<file path="src/rtl/cxu_rsp_buffer.sv">
// cxu_rsp_buffer: in-order response FIFO placed between a combinational CXU
// and the CPU's CXU response port. in_ready drives the CXU's rsp_ready, so a
// full buffer stalls the CXU and, through cmd_ready, the CPU.
// Optional same-cycle pass-through when empty: define CXU_RSP_BUFFER_BYPASS_EN.
module cxu_rsp_buffer #(
  parameter int DEPTH  = 4,
  parameter int DATA_W = 32,
  localparam int ADDR_W = $clog2(DEPTH)
) (
  input  logic              clk,
  input  logic              reset,
  input  logic              clear,
  input  logic              in_valid,
  output logic              in_ready,
  input  logic [DATA_W-1:0] in_payload_outputs_0,
  output logic              out_valid,
  input  logic              out_ready,
  output logic [DATA_W-1:0] out_payload_outputs_0,
  output logic [ADDR_W:0]   count,
  output logic              full,
  output logic              empty
);

  localparam logic [ADDR_W:0]   CNT_ONE   = (ADDR_W+1)'(1);
  localparam logic [ADDR_W:0]   DEPTH_CNT = (ADDR_W+1)'(DEPTH);
  localparam logic [ADDR_W-1:0] PTR_ONE   = ADDR_W'(1);

  logic [DATA_W-1:0] mem_reg [DEPTH];
  logic [ADDR_W-1:0] wr_ptr_reg;
  logic [ADDR_W-1:0] rd_ptr_reg;
  logic [ADDR_W:0]   count_reg;

  logic [ADDR_W-1:0] wr_ptr_next;
  logic [ADDR_W-1:0] rd_ptr_next;
  logic [ADDR_W:0]   count_next;

  logic              full_int;
  logic              stored_valid;
  logic              bypass;
  logic              push;
  logic              pop;
  logic [DEPTH-1:0]  wr_en;

  assign full_int     = (count_reg == DEPTH_CNT);
  // Reset masks everything so the CXU and CPU see an idle, empty buffer.
  assign stored_valid = !reset && (count_reg != '0);

`ifdef CXU_RSP_BUFFER_BYPASS_EN
  // Empty buffer with a ready consumer: hand the word straight through.
  assign bypass = !reset && !clear && (count_reg == '0) && in_valid && out_ready;
`else
  assign bypass = 1'b0;
`endif

  assign in_ready  = !reset && !full_int;
  // A bypassed word is consumed in flight: no array write, no state change.
  assign push      = in_valid && in_ready && !bypass;
  assign pop       = stored_valid && out_ready;

  assign out_valid = stored_valid || bypass;
  assign count     = reset ? '0 : count_reg;
  assign full      = !reset && full_int;
  assign empty     = reset || (count_reg == '0);

  // Output word: head of the queue, the bypassed input, or zero when idle.
  always_comb begin
    out_payload_outputs_0 = '0;
    if (stored_valid)
      out_payload_outputs_0 = mem_reg[rd_ptr_reg];
    else if (bypass)
      out_payload_outputs_0 = in_payload_outputs_0;
  end

  // One write-enable per entry, decoded from the write pointer.
  genvar gi;
  generate
    for (gi = 0; gi < DEPTH; gi++) begin : g_wr_en
      assign wr_en[gi] = push && !clear && (wr_ptr_reg == ADDR_W'(gi));
    end
  endgenerate

  // Pointer and occupancy next-state; pointers wrap naturally (DEPTH is 2^n).
  always_comb begin
    wr_ptr_next = wr_ptr_reg;
    rd_ptr_next = rd_ptr_reg;
    count_next  = count_reg;
    if (clear) begin
      wr_ptr_next = '0;
      rd_ptr_next = '0;
      count_next  = '0;
    end else begin
      if (push)
        wr_ptr_next = wr_ptr_reg + PTR_ONE;
      if (pop)
        rd_ptr_next = rd_ptr_reg + PTR_ONE;
      case ({push, pop})
        2'b10:   count_next = count_reg + CNT_ONE;
        2'b01:   count_next = count_reg - CNT_ONE;
        default: count_next = count_reg;
      endcase
    end
  end

  // Control state; reset overrides clear and any handshake.
  always_ff @(posedge clk) begin
    if (reset) begin
      wr_ptr_reg <= '0;
      rd_ptr_reg <= '0;
      count_reg  <= '0;
    end else begin
      wr_ptr_reg <= wr_ptr_next;
      rd_ptr_reg <= rd_ptr_next;
      count_reg  <= count_next;
    end
  end

  // Payload storage; contents are intentionally not reset.
  always_ff @(posedge clk) begin
    for (int i = 0; i < DEPTH; i++) begin
      if (wr_en[i] && !reset)
        mem_reg[i] <= in_payload_outputs_0;
    end
  end

endmodule

</file>
<file path="config.mk">
export PLATFORM = sky130hd
export DESIGN_NAME = cxu_rsp_buffer
export DESIGN_NICKNAME = d
export VERILOG_FILES = /design/src/rtl/cxu_rsp_buffer.sv
export SDC_FILE = /design/constraint.sdc
export NUM_CORES = 1
export LEC_CHECK = 0
export ABC_AREA = 1
export ABC_CLOCK_PERIOD_IN_PS = 3680
export BUFFER_PORTS_ARGS = -buffer_cell sky130_fd_sc_hd__buf_4
export CORE_MARGIN = 2
export CORE_UTILIZATION = 40
export DETAILED_ROUTE_END_ITERATION = 16
export GPL_TIMING_DRIVEN = 0
export PLACE_DENSITY = 0.56
export REMOVE_ABC_BUFFERS = 1
export SKIP_CTS_REPAIR_TIMING = 1
export SLEW_MARGIN = 5
export SYNTH_ARGS = -nofsm -noshare
export SYNTH_HDL_FRONTEND = slang
export SYNTH_SLANG_ARGS = --single-unit
</file>
<file path="constraint.sdc">
create_clock -name clk -period 3.68 [get_ports clk]
set_clock_uncertainty 0.1 [all_clocks]
set_input_delay 0.552 -clock clk [delete_from_list [all_inputs] [get_ports clk]]
set_output_delay 0.552 -clock clk [all_outputs]
set_load 0.1 [all_outputs]
</file>
==> run_results.csv, run 1 <==
group,metric,value,unit
setup_path,crit_fanout,64,
setup_path,worstPathRequired,3030,ps
synthesis,synth_top_area_share,69.68,%
floorplanning,coreArea,13350,sq um
clock_tree,cts_root_buffer,"clkbuf_16",
timing,finalSetupTns,0,ps
setup_path,r2r_slack,1540,ps
synthesis,syn_area,5517,sq um
setup_path,rr_startpoint,"count_reg[1]",
clock_tree,cts_made_buffers,17,
setup_path,worstReg2RegEnd,"count_reg[2]",
grt,antenna_found_initial,0,
timing,whs,241.3,ps
setup_path,path_class,"flip-flop to output port",
cells_and_area,syn_to_final_growth,22.30,%
setup_path,crit_chain,"inv_2 > o21ai_0 > a21oi_1 > buf_4",
placement,dp_hpwl,6.446,mm
timing,timing.slew.headroom,27.17,%
drt,vias,3534,
synthesis,ys_ff_latch,137,
cells_and_area,n_fill_cell,1189,
drt,routed_via_density,4.922,
grt,grt_max_degree,65,
setup_path,reg2reg_depth,11,
grt,overflow,0,
setup_path,arrival,2600,ps
synthesis,ys_types,21,
placement,port_buffers,75,
placement,gp_congestion,0.6587,
setup_path,cpMaxStageDelayCell,"inv_2",
clock_tree,cts_tree,"yes",
setup_path,critPathLaunchType,"flip-flop",
floorplanning,die_h,121.4,um
floorplanning,die_area,14750,sq um
placement,placed_cells,688,
grt,grt_pass1_vias,3297,
clock_tree,cts.htree.levels,4,
cells_and_area,num-nets-final,575,
timing,worstMarginPinSlew,1091,ps
clock_tree,cts.reportedPaths.clkPinSlew,60,ps
setup_path,slowest_delay,860,ps
synthesis,netlist_instances,456,
setup_path,endpoint_kind,"output port",
status,status,"finished clean",
synthesis,synthTopCellsByCount,"nor2_1 (145), edfxtp_1 (128), o21ai_1 (43)",
synthesis,synth_edf_count,128,
worst_hold_path,hp-start,"in_payload_outputs_0[24]",
timing,finalMaxSlewViolations,0,
clock_tree,cts.sinks,137,
synthesis,yosysWarnings,0,
pwr,power_per_cell_area,490.8,nW/um^2
pwr,vdd_ir_drop_max,260.7,uV
synthesis,synth.avg_cell_area,12.10,sq um
drt,drc_errors,0,
floorplanning,io_pins,76,
job,max_cap_violations,0,
grt,grt_usage,15.94,%
setup_path,path_buf_inv,2,
timing,setup_viol,0,
synthesis,synth_async_sr_flop_share,0,%
synthesis,synth_area_leaders,"edfxtp_1 (70%), nor2_1 (9.9%), o21ai_1 (3.9%)",
grt,grt_pass1_wl,17.05,mm
drt,wl_per_cell,15.98,um
synthesis,ys_seq_area_share,72.94,%
pwr,power_leakage,2.466,nW
timing,rsz0062_at_grt,"false",
synthesis,yosys.cell_count.top_type,"nor2_1",
timing,fmax,0.3073,GHz
cells_and_area,drive_above_1_share,20.48,%
timing,period_share,88.43,%
cells_and_area,largest_reg_flops,128,
drt,first_pass_iters,4,
setup_path,worstSetupEndpoint,"out_payload_outputs_0[28]",
synthesis,ys.flop_type,"edfxtp_1",
cells_and_area,ff_latch_area,4029,sq um
clock_tree,clkLatencyLatePin,410,ps
setup_path,worst-path-stages,4,
clock_tree,clock_path_buffers,2,
floorplanning,fp-row-count,42,
synthesis,yosysTopAreaCell,"edfxtp_1",
drt,drtIter0Drc,242,
timing,finalHoldViolations,0,
floorplanning,die_w,121.4,um
worst_hold_path,hp-class,"primary input to flip-flop",
drt,ant_nets,0,
setup_path,critPathTopFamily,"buffers and inverters",
floorplanning,initial_core_util,41.33,%
cells_and_area,layoutNonFillerInstCount,718,
timing,period_minus_slack,3254,ps
cells_and_area,diodes,0,
drt,wl,11.48,mm
cells_and_area,multi_input_area,1277,sq um
==> worst min path at each step <==
stage                endpoint  slack (ps)  cells past startpoint
4_1_cts        mem_reg[1][19]         230                      1
5_1_grt         mem_reg[1][2]         220                      1
2_1_floorplan       flip-flop         340                      2
6_report       mem_reg[3][24]         240                      1
3_3_place_gp    rd_ptr_reg[0]         350                      2
3_5_place_dp    rd_ptr_reg[0]         370                      2
==> layout make-up <==
cell class / instances / area share, %
repair buffers: 80 / 9.941
clock inverters: 8 / 0.5007
clock buffers: 21 / 6.528
repair inverters: 1 / 0.1113
multi-input cells: 278 / 18.94
inverters: 17 / 1.001
well taps: 176 / 3.264
flip-flops and latches: 137 / 59.72
==> stage by stage <==
step / cell area, sq um / setup slack (ps) / utilization [%] / power, mW
final: 6746 / 425.6 / 50.54 / 3.311
after floorplan: 5335 / -216.8 / - / 1.876
after global routing: 6746 / 197.3 / 50.54 / 3.425
after global placement: 6118 / -945.9 / 45.84 / 1.950
after CTS: 6733 / -135.0 / 50.44 / 3.340
after detailed placement: 6259 / 312.3 / 46.89 / 1.958
==> power breakdown <==
part / internal [mW] / total [mW] / leakage (nW) / switching [mW]
clock: 0.830 / 1.39 / 0.234 / 0.557
combinational: 0.0548 / 0.206 / 1.01 / 0.151
sequential: 1.71 / 1.72 / 1.23 / 0.00432
==> cells in the final DEF (no fill, tap or decap) <==
| cell | Yosys | layout |
|---|---|---|
| dfxtp_1 | 9 | 7 |
| nand2_2 | 1 | 1 |
| o21ai_1 | 43 | 43 |
| dfxtp_4 | 0 | 1 |
| ha_1 | 5 | 5 |
| clkbuf_1 | 6 | 4 |
| o21ai_0 | 23 | 23 |
| nand3_2 | 1 | 1 |
| nor2_1 | 145 | 141 |
| nand4_1 | 1 | 1 |
| fa_1 | 1 | 1 |
| inv_1 | 16 | 15 |
| nand3_1 | 3 | 3 |
| edfxtp_1 | 128 | 128 |
| clkinv_1 | 0 | 5 |
| nand2_1 | 18 | 18 |
| buf_4 | 1 | 75 |
| buf_12 | 0 | 4 |
| clkinv_2 | 0 | 3 |
| a21oi_1 | 37 | 37 |
| clkbuf_16 | 0 | 17 |
| inv_2 | 1 | 1 |
| nor2_4 | 0 | 4 |
| buf_16 | 0 | 1 |
| clkinvlp_4 | 0 | 2 |
| dfxtp_2 | 0 | 1 |
==> routing by layer <==
metal | GRT usage [%] | part of all wire [%] | up-vias
li1 | - | - | 1736
met4 | 4.957 | 1.2 | 0
met1 | 19.76 | 44 | 1690
met5 | 0 | 0 | -
met3 | 6.109 | 5.7 | 12
met2 | 25.88 | 49 | 96
==> logic make-up after synthesis <==
logic type                 share of synthesized area [%]
DFF                                                72.94
and+or+nand+nor                                    11.77
adders and majority gates                          1.497
buffers and inverters                              4.446
AOI/OAI and AO/OA                                  9.345
(Power assumes the default switching activity.)
==> inputs of run 2 (changes only) <==
--- a/config.mk
+++ b/config.mk
@@ -9,10 +9,10 @@
 export ABC_CLOCK_PERIOD_IN_PS = 3680
 export BUFFER_PORTS_ARGS = -buffer_cell sky130_fd_sc_hd__buf_4
 export CORE_MARGIN = 2
-export CORE_UTILIZATION = 40
+export CORE_UTILIZATION = 45
 export DETAILED_ROUTE_END_ITERATION = 16
 export GPL_TIMING_DRIVEN = 0
-export PLACE_DENSITY = 0.56
+export PLACE_DENSITY = 0.62
 export REMOVE_ABC_BUFFERS = 1
 export SKIP_CTS_REPAIR_TIMING = 1
 export SLEW_MARGIN = 5
==> run 2 against run 1 <==
Effect of this change: setup slack got worse by 260 ps; highest routed layer unchanged; largest power group is now the clock network; largest cell class unchanged; die area shrank 11%; cell count down 3.3%; critical path type unchanged.
==> run_results.csv, run 2 (same netlist as run 1, synthesis figures left out) <==
group,metric,value,unit
timing,finalMaxSlewViolations,0,
pwr,vdd_ir_drop_max,222.4,uV
setup_path,path_class,"flip-flop to output port",
grt,antenna_found_initial,0,
setup_path,critPathLaunchType,"flip-flop",
drt,ant_nets,0,
pwr,clkPwrFrac,47.7,%
timing,finalSetupTns,0,ps
timing,worstMarginPinSlew,914.4,ps
cells_and_area,syn_to_final_growth,24.70,%
worst_hold_path,hp-class,"primary input to flip-flop",
floorplanning,die_w,114.7,um
timing,fmax,0.2842,GHz
placement,dp_worst_setup_slack,261.9,ps
setup_path,worstPathRequired,3030,ps
setup_path,endpoint_kind,"output port",
timing,period_share,95.60,%
timing,timing.slew.headroom,39.04,%
clock_tree,cts.htree.levels,4,
grt,grt_pass1_vias,3373,
cells_and_area,largest_reg_flops,128,
timing,finalHoldViolations,0,
setup_path,arrival,2870,ps
drt,routed_via_density,5.110,
cells_and_area,layoutNonFillerInstCount,694,
placement,port_buffers,75,
clock_tree,clkLatencyLatePin,410,ps
cells_and_area,num-nets-final,577,
timing,timing.final.ws_setup,161.8,ps
cells_and_area,final_common_cell,"nor2_1",
pwr,power_leakage,2.549,nW
cells_and_area,layout_common_cells,"nor2_1 (141), edfxtp_1 (128), buf_4 (77), o21ai_1 (43), a21oi_1 (37)",
pwr,pwr-share-seq,46.7,%
timing,period_minus_slack,3518,ps
drt,vias,3546,
clock_tree,cts_tree,"yes",
floorplanning,coreArea,12010,sq um
pwr,power_per_cell_area,535.2,nW/um^2
grt,overflow,0,
cells_and_area,drive_above_1_share,22.49,%
clock_tree,cts_root_buffer,"clkbuf_16",
pwr,p_int,2.920,mW
drt,wl_per_cell,16.26,um
pwr,pwr-share-comb,5.6,%
clock_tree,cts_made_buffers,17,
pwr,p_switching,762.0,uW
drt,drtIter0Drc,312,
job,max_cap_violations,0,
drt,wl,11.28,mm
timing,setup_viol,0,
clock_tree,cts.sinks,137,
floorplanning,initial_core_util,45.93,%
cells_and_area,diodes,0,
drt,drc_errors,0,
pwr,power.share.switching,20.70,%
grt,grt_pass1_wl,17.49,mm
setup_path,crit_fanout,34,
placement,gp_congestion,0.7120,
floorplanning,io_pins,76,
cells_and_area,fin_area,6879,sq um
placement,placed_cells,659,
placement,dpl_cell_area,6230,sq um
grt,grt_max_degree,65,
clock_tree,clock_path_buffers,2,
floorplanning,die_h,114.7,um
cells_and_area,final_util,57.27,%
drt,first_pass_iters,4,
clock_tree,cts.reportedPaths.clkPinSlew,60,ps
floorplanning,fp-row-count,40,
floorplanning,die_area,13160,sq um
grt,grt_usage,17.91,%
placement,dp_hpwl,6.210,mm
status,status,"finished clean",
-- run 2: cell count changes in the layout (fill, tap and decap cells not counted), moves of 2 or more --
| cell | before | now |
|---|---|---|
| bufinv_16 | 0 | 4 |
| clkinv_4 | 0 | 2 |
| clkinv_1 | 5 | 0 |
| buf_4 | 75 | 77 |
| clkbuf_1 | 4 | 2 |
-- run 2: path summary, 6_finish.rpt --
path / startpoint / end / slack, ps / cells after the start
worst max-delay path: flip-flop / out_payload_outputs_0[31] / 160 / 5
worst min-delay path: in_payload_outputs_0[31] / mem_reg[3][31] / 240 / 1
worst max register to register: count_reg[1] / count_reg[2] / 1530 / 11
worst min register to register: rd_ptr_reg[0] / flip-flop / 370 / 2
-- run 2: cell type report --
type                       count  area [sq um]
clock buffer                  20         446.7
clock inverter                12         173.9
fill                         981          5132
inverter                      17         70.07
multi-input combinational    278          1277
sequential                   137          4026
tap                          147         183.9
timing repair buffer          82         693.2
timing repair inverter         1         7.507
-- run 2: per-layer routing --
layer / GRT usage (%) / wire [um] / vias up
met2: 26.94 / 5267 / 97
met1: 24.96 / 5264 / 1688
met5: 0 / 0 / -
li1: - / - / 1746
met4: 6.747 / 137 / 0
met3: 5.188 / 612 / 15
-- run 2: metrics by stage --
| stage | hold slack, ps | total power [mW] |
|---|---|---|
| 5_1_grt | 228.4 | 3.792 |
| 2_1_floorplan | 343.6 | 1.876 |
| 3_5_place_dp | 366.7 | 1.958 |
| 4_1_cts | 226.7 | 3.707 |
| 6_report | 243.6 | 3.682 |
| 3_3_place_gp | 352.1 | 1.951 |
-- run 2: worst max-delay path: stages (launching register included) --
cell	delay (ps)
dfxtp_2	930
clkinvlp_4	680
nor2_1	210
o21ai_1	80
a21oi_1	190
buf_4	340
-- run 2: power by group through the flow --
stage | registers, mW | logic (mW) | clock network (mW)
after floorplan | 1.75 | 0.125 | 0
after global placement | 1.75 | 0.198 | 0
after detailed placement | 1.75 | 0.207 | 0
after CTS | 1.72 | 0.208 | 1.78
after global routing | 1.72 | 0.221 | 1.85
final | 1.72 | 0.206 | 1.76
==> inputs of run 3 (changes only) <==
--- a/config.mk
+++ b/config.mk
@@ -5,7 +5,6 @@
 export SDC_FILE = /design/constraint.sdc
 export NUM_CORES = 1
 export LEC_CHECK = 0
-export ABC_AREA = 1
 export ABC_CLOCK_PERIOD_IN_PS = 3680
 export BUFFER_PORTS_ARGS = -buffer_cell sky130_fd_sc_hd__buf_4
 export CORE_MARGIN = 2
@@ -19,3 +18,4 @@
 export SYNTH_ARGS = -nofsm -noshare
 export SYNTH_HDL_FRONTEND = slang
 export SYNTH_SLANG_ARGS = --single-unit
+export TNS_END_PERCENT = 10
==> run 3 against run 2 <==
Effect of this change: flip-flop and latch count stayed put; critical endpoint unchanged; maximum frequency is 17% higher; utilization is 0.071 points higher; first-iteration DRC count is 59% lower; worst hold slack better by 0.77 ps; synthesized area is 1.8% lower; synthesized cell count is 42% lower; register-to-register slack worse by 400 ps; clock power is 12% lower; via count is 24% lower; cell count is 25% lower; wire length is 15% lower.
==> run_results.csv, run 3 <==
group,metric,value,unit
placement,gp_congestion,0.7270,
floorplanning,coreArea,11860,sq um
cells_and_area,num-nets-final,405,
cells_and_area,syn_to_final_growth,25.60,%
cells_and_area,fin_area,6802,sq um
synthesis,ys_seq_area_share,74.31,%
grt,antenna_found_initial,0,
synthesis,yosysTopAreaCell,"edfxtp_1",
timing,rsz0062_at_grt,"false",
synthesis,yosysWarnings,0,
grt,grt_usage,16.06,%
floorplanning,die_area,12930,sq um
setup_path,reg2reg_depth,8,
clock_tree,cts.htree.levels,4,
pwr,vdd_ir_drop_max,287.3,uV
synthesis,netlist_instances,265,
grt,grt_pass1_wl,15.01,mm
cells_and_area,drive_above_1_share,41.71,%
drt,drc_errors,0,
cells_and_area,n_fill_cell,900,
timing,setup_viol,0,
placement,dpl_cell_area,6259,sq um
clock_tree,cts_tree,"yes",
drt,vias,2692,
placement,port_buffers,75,
setup_path,worstPathRequired,3030,ps
grt,overflow,0,
timing,period_minus_slack,2995,ps
timing,finalMaxSlewViolations,0,
cells_and_area,final_common_cell,"edfxtp_1",
floorplanning,die_w,113.7,um
synthesis,ys_ff_latch,137,
floorplanning,initial_core_util,45.65,%
clock_tree,clock_path_buffers,2,
synthesis,syn_area,5415,sq um
setup_path,critPathLaunchType,"flip-flop",
status,status,"finished clean",
synthesis,synth_edf_count,128,
pwr,total_power,3.442,mW
cells_and_area,diodes,0,
timing,finalHoldViolations,0,
worst_hold_path,hold_depth,1,
pwr,power_per_cell_area,506.1,nW/um^2
setup_path,crit_fanout,18,
worst_hold_path,hp-class,"primary input to flip-flop",
drt,wl_per_cell,18.45,um
clock_tree,cts.reportedPaths.clkPinSlew,60,ps
job,max_cap_violations,0,
setup_path,path_class,"flip-flop to output port",
timing,fmax,0.3339,GHz
synthesis,synth_top_area_share,70.98,%
clock_tree,cts_root_buffer,"clkbuf_16",
timing,timing.slew.headroom,40.31,%
setup_path,r2r_slack,1130,ps
synthesis,ys_types,32,
synthesis,synth_async_sr_flop_share,0,%
setup_path,arrival,2340,ps
synthesis,synth_area_leaders,"edfxtp_1 (71%), mux4_2 (12%), and2_1 (3.7%)",
cells_and_area,largest_reg_flops,128,
synthesis,yosys.cell_count.top_type,"edfxtp_1",
timing,period_share,81.37,%
clock_tree,cts_made_buffers,17,
floorplanning,fp-row-count,40,
synthesis,synthTopCellsByCount,"edfxtp_1 (128), and2_1 (32), mux4_2 (30)",
synthesis,synth.avg_cell_area,20.43,sq um
placement,dp_hpwl,6.369,mm
pwr,power_leakage,2.371,nW
timing,worstMarginPinSlew,891.4,ps
clock_tree,cts.sinks,137,
drt,wl,9.610,mm
synthesis,ys.flop_type,"edfxtp_1",
setup_path,endpoint_kind,"output port",
grt,grt_pass1_vias,2813,
grt,grt_max_degree,34,
drt,first_pass_iters,4,
drt,routed_via_density,5.167,
cells_and_area,layout_common_cells,"edfxtp_1 (128), buf_4 (77), and2_1 (32), mux4_2 (30), clkbuf_16 (17)",
drt,ant_nets,0,
clock_tree,clkLatencyLatePin,410,ps
floorplanning,die_h,113.7,um
drt,drtIter0Drc,128,
floorplanning,io_pins,76,
[run 3: power by group]
| part | total [mW] | leakage [nW] | switching, mW | internal, mW |
|---|---|---|---|---|
| sequential | 1.72 | 1.23 | 0.00489 | 1.72 |
| clock | 1.55 | 0.262 | 0.574 | 0.979 |
| combinational | 0.166 | 0.879 | 0.107 | 0.0589 |
[run 3: metal layers]
| metal | vias to the layer above | global-route usage (%) | routed length (um) |
|---|---|---|---|
| met4 | 0 | 4.878 | 109 |
| met1 | 1368 | 20.15 | 4110 |
| met5 | - | 0 | 0 |
| met2 | 73 | 25.71 | 4785 |
| li1 | 1242 | - | - |
| met3 | 9 | 6.801 | 605 |
[run 3: worst paths after layout]
path                            from                         to
min          in_payload_outputs_0[8]              mem_reg[0][8]
max reg2reg             count_reg[2]               count_reg[2]
min reg2reg            rd_ptr_reg[1]                  flip-flop
max                        flip-flop  out_payload_outputs_0[31]
[run 3: logic make-up (layout without fill, tap and decap cells)]
| family | count (synthesis) | in the layout | synth area share (%) |
|---|---|---|---|
| fa+ha+maj | 6 | 6 | 1.525 |
| simple gates | 59 | 59 | 6.632 |
| buf+inv | 19 | 128 | 2.495 |
| xor+xnor | 2 | 2 | 0.3235 |
| mux | 34 | 34 | 13.82 |
| flops | 137 | 137 | 74.31 |
| compound gates | 8 | 8 | 0.9010 |
[run 3: area by class of cell]
cell class	count	area (sq um)	area share (%)
Sequential cell	137	4026	59.20
Clock inverter	11	106.4	1.564
Tap cell	147	183.9	2.704
Clock buffer	20	436.7	6.420
Timing Repair Buffer	90	745.7	10.96
Inverter	7	26.28	0.3863
Multi-Input combinational cell	109	1276	18.76
[run 3: through the flow]
stage	hold slack (ps)	TNS (ps)	setup slack, ps	cells	utilization (%)
after floorplan	354.3	-19300	-163.3	253	-
after global routing	225.5	0	532.0	521	57.34
after CTS	228.0	0	618.1	521	57.34
after detailed placement	373.0	0	866.6	490	52.76
after global placement	370.3	-302410	-2397	475	51.03
final	244.3	0	685.5	521	57.34
[run 3: critical path, cell delays in order (launching register included)]
cell     delay, ps
dfxtp_2        690
buf_12         270
mux4_1         550
and2_1         170
buf_4          230
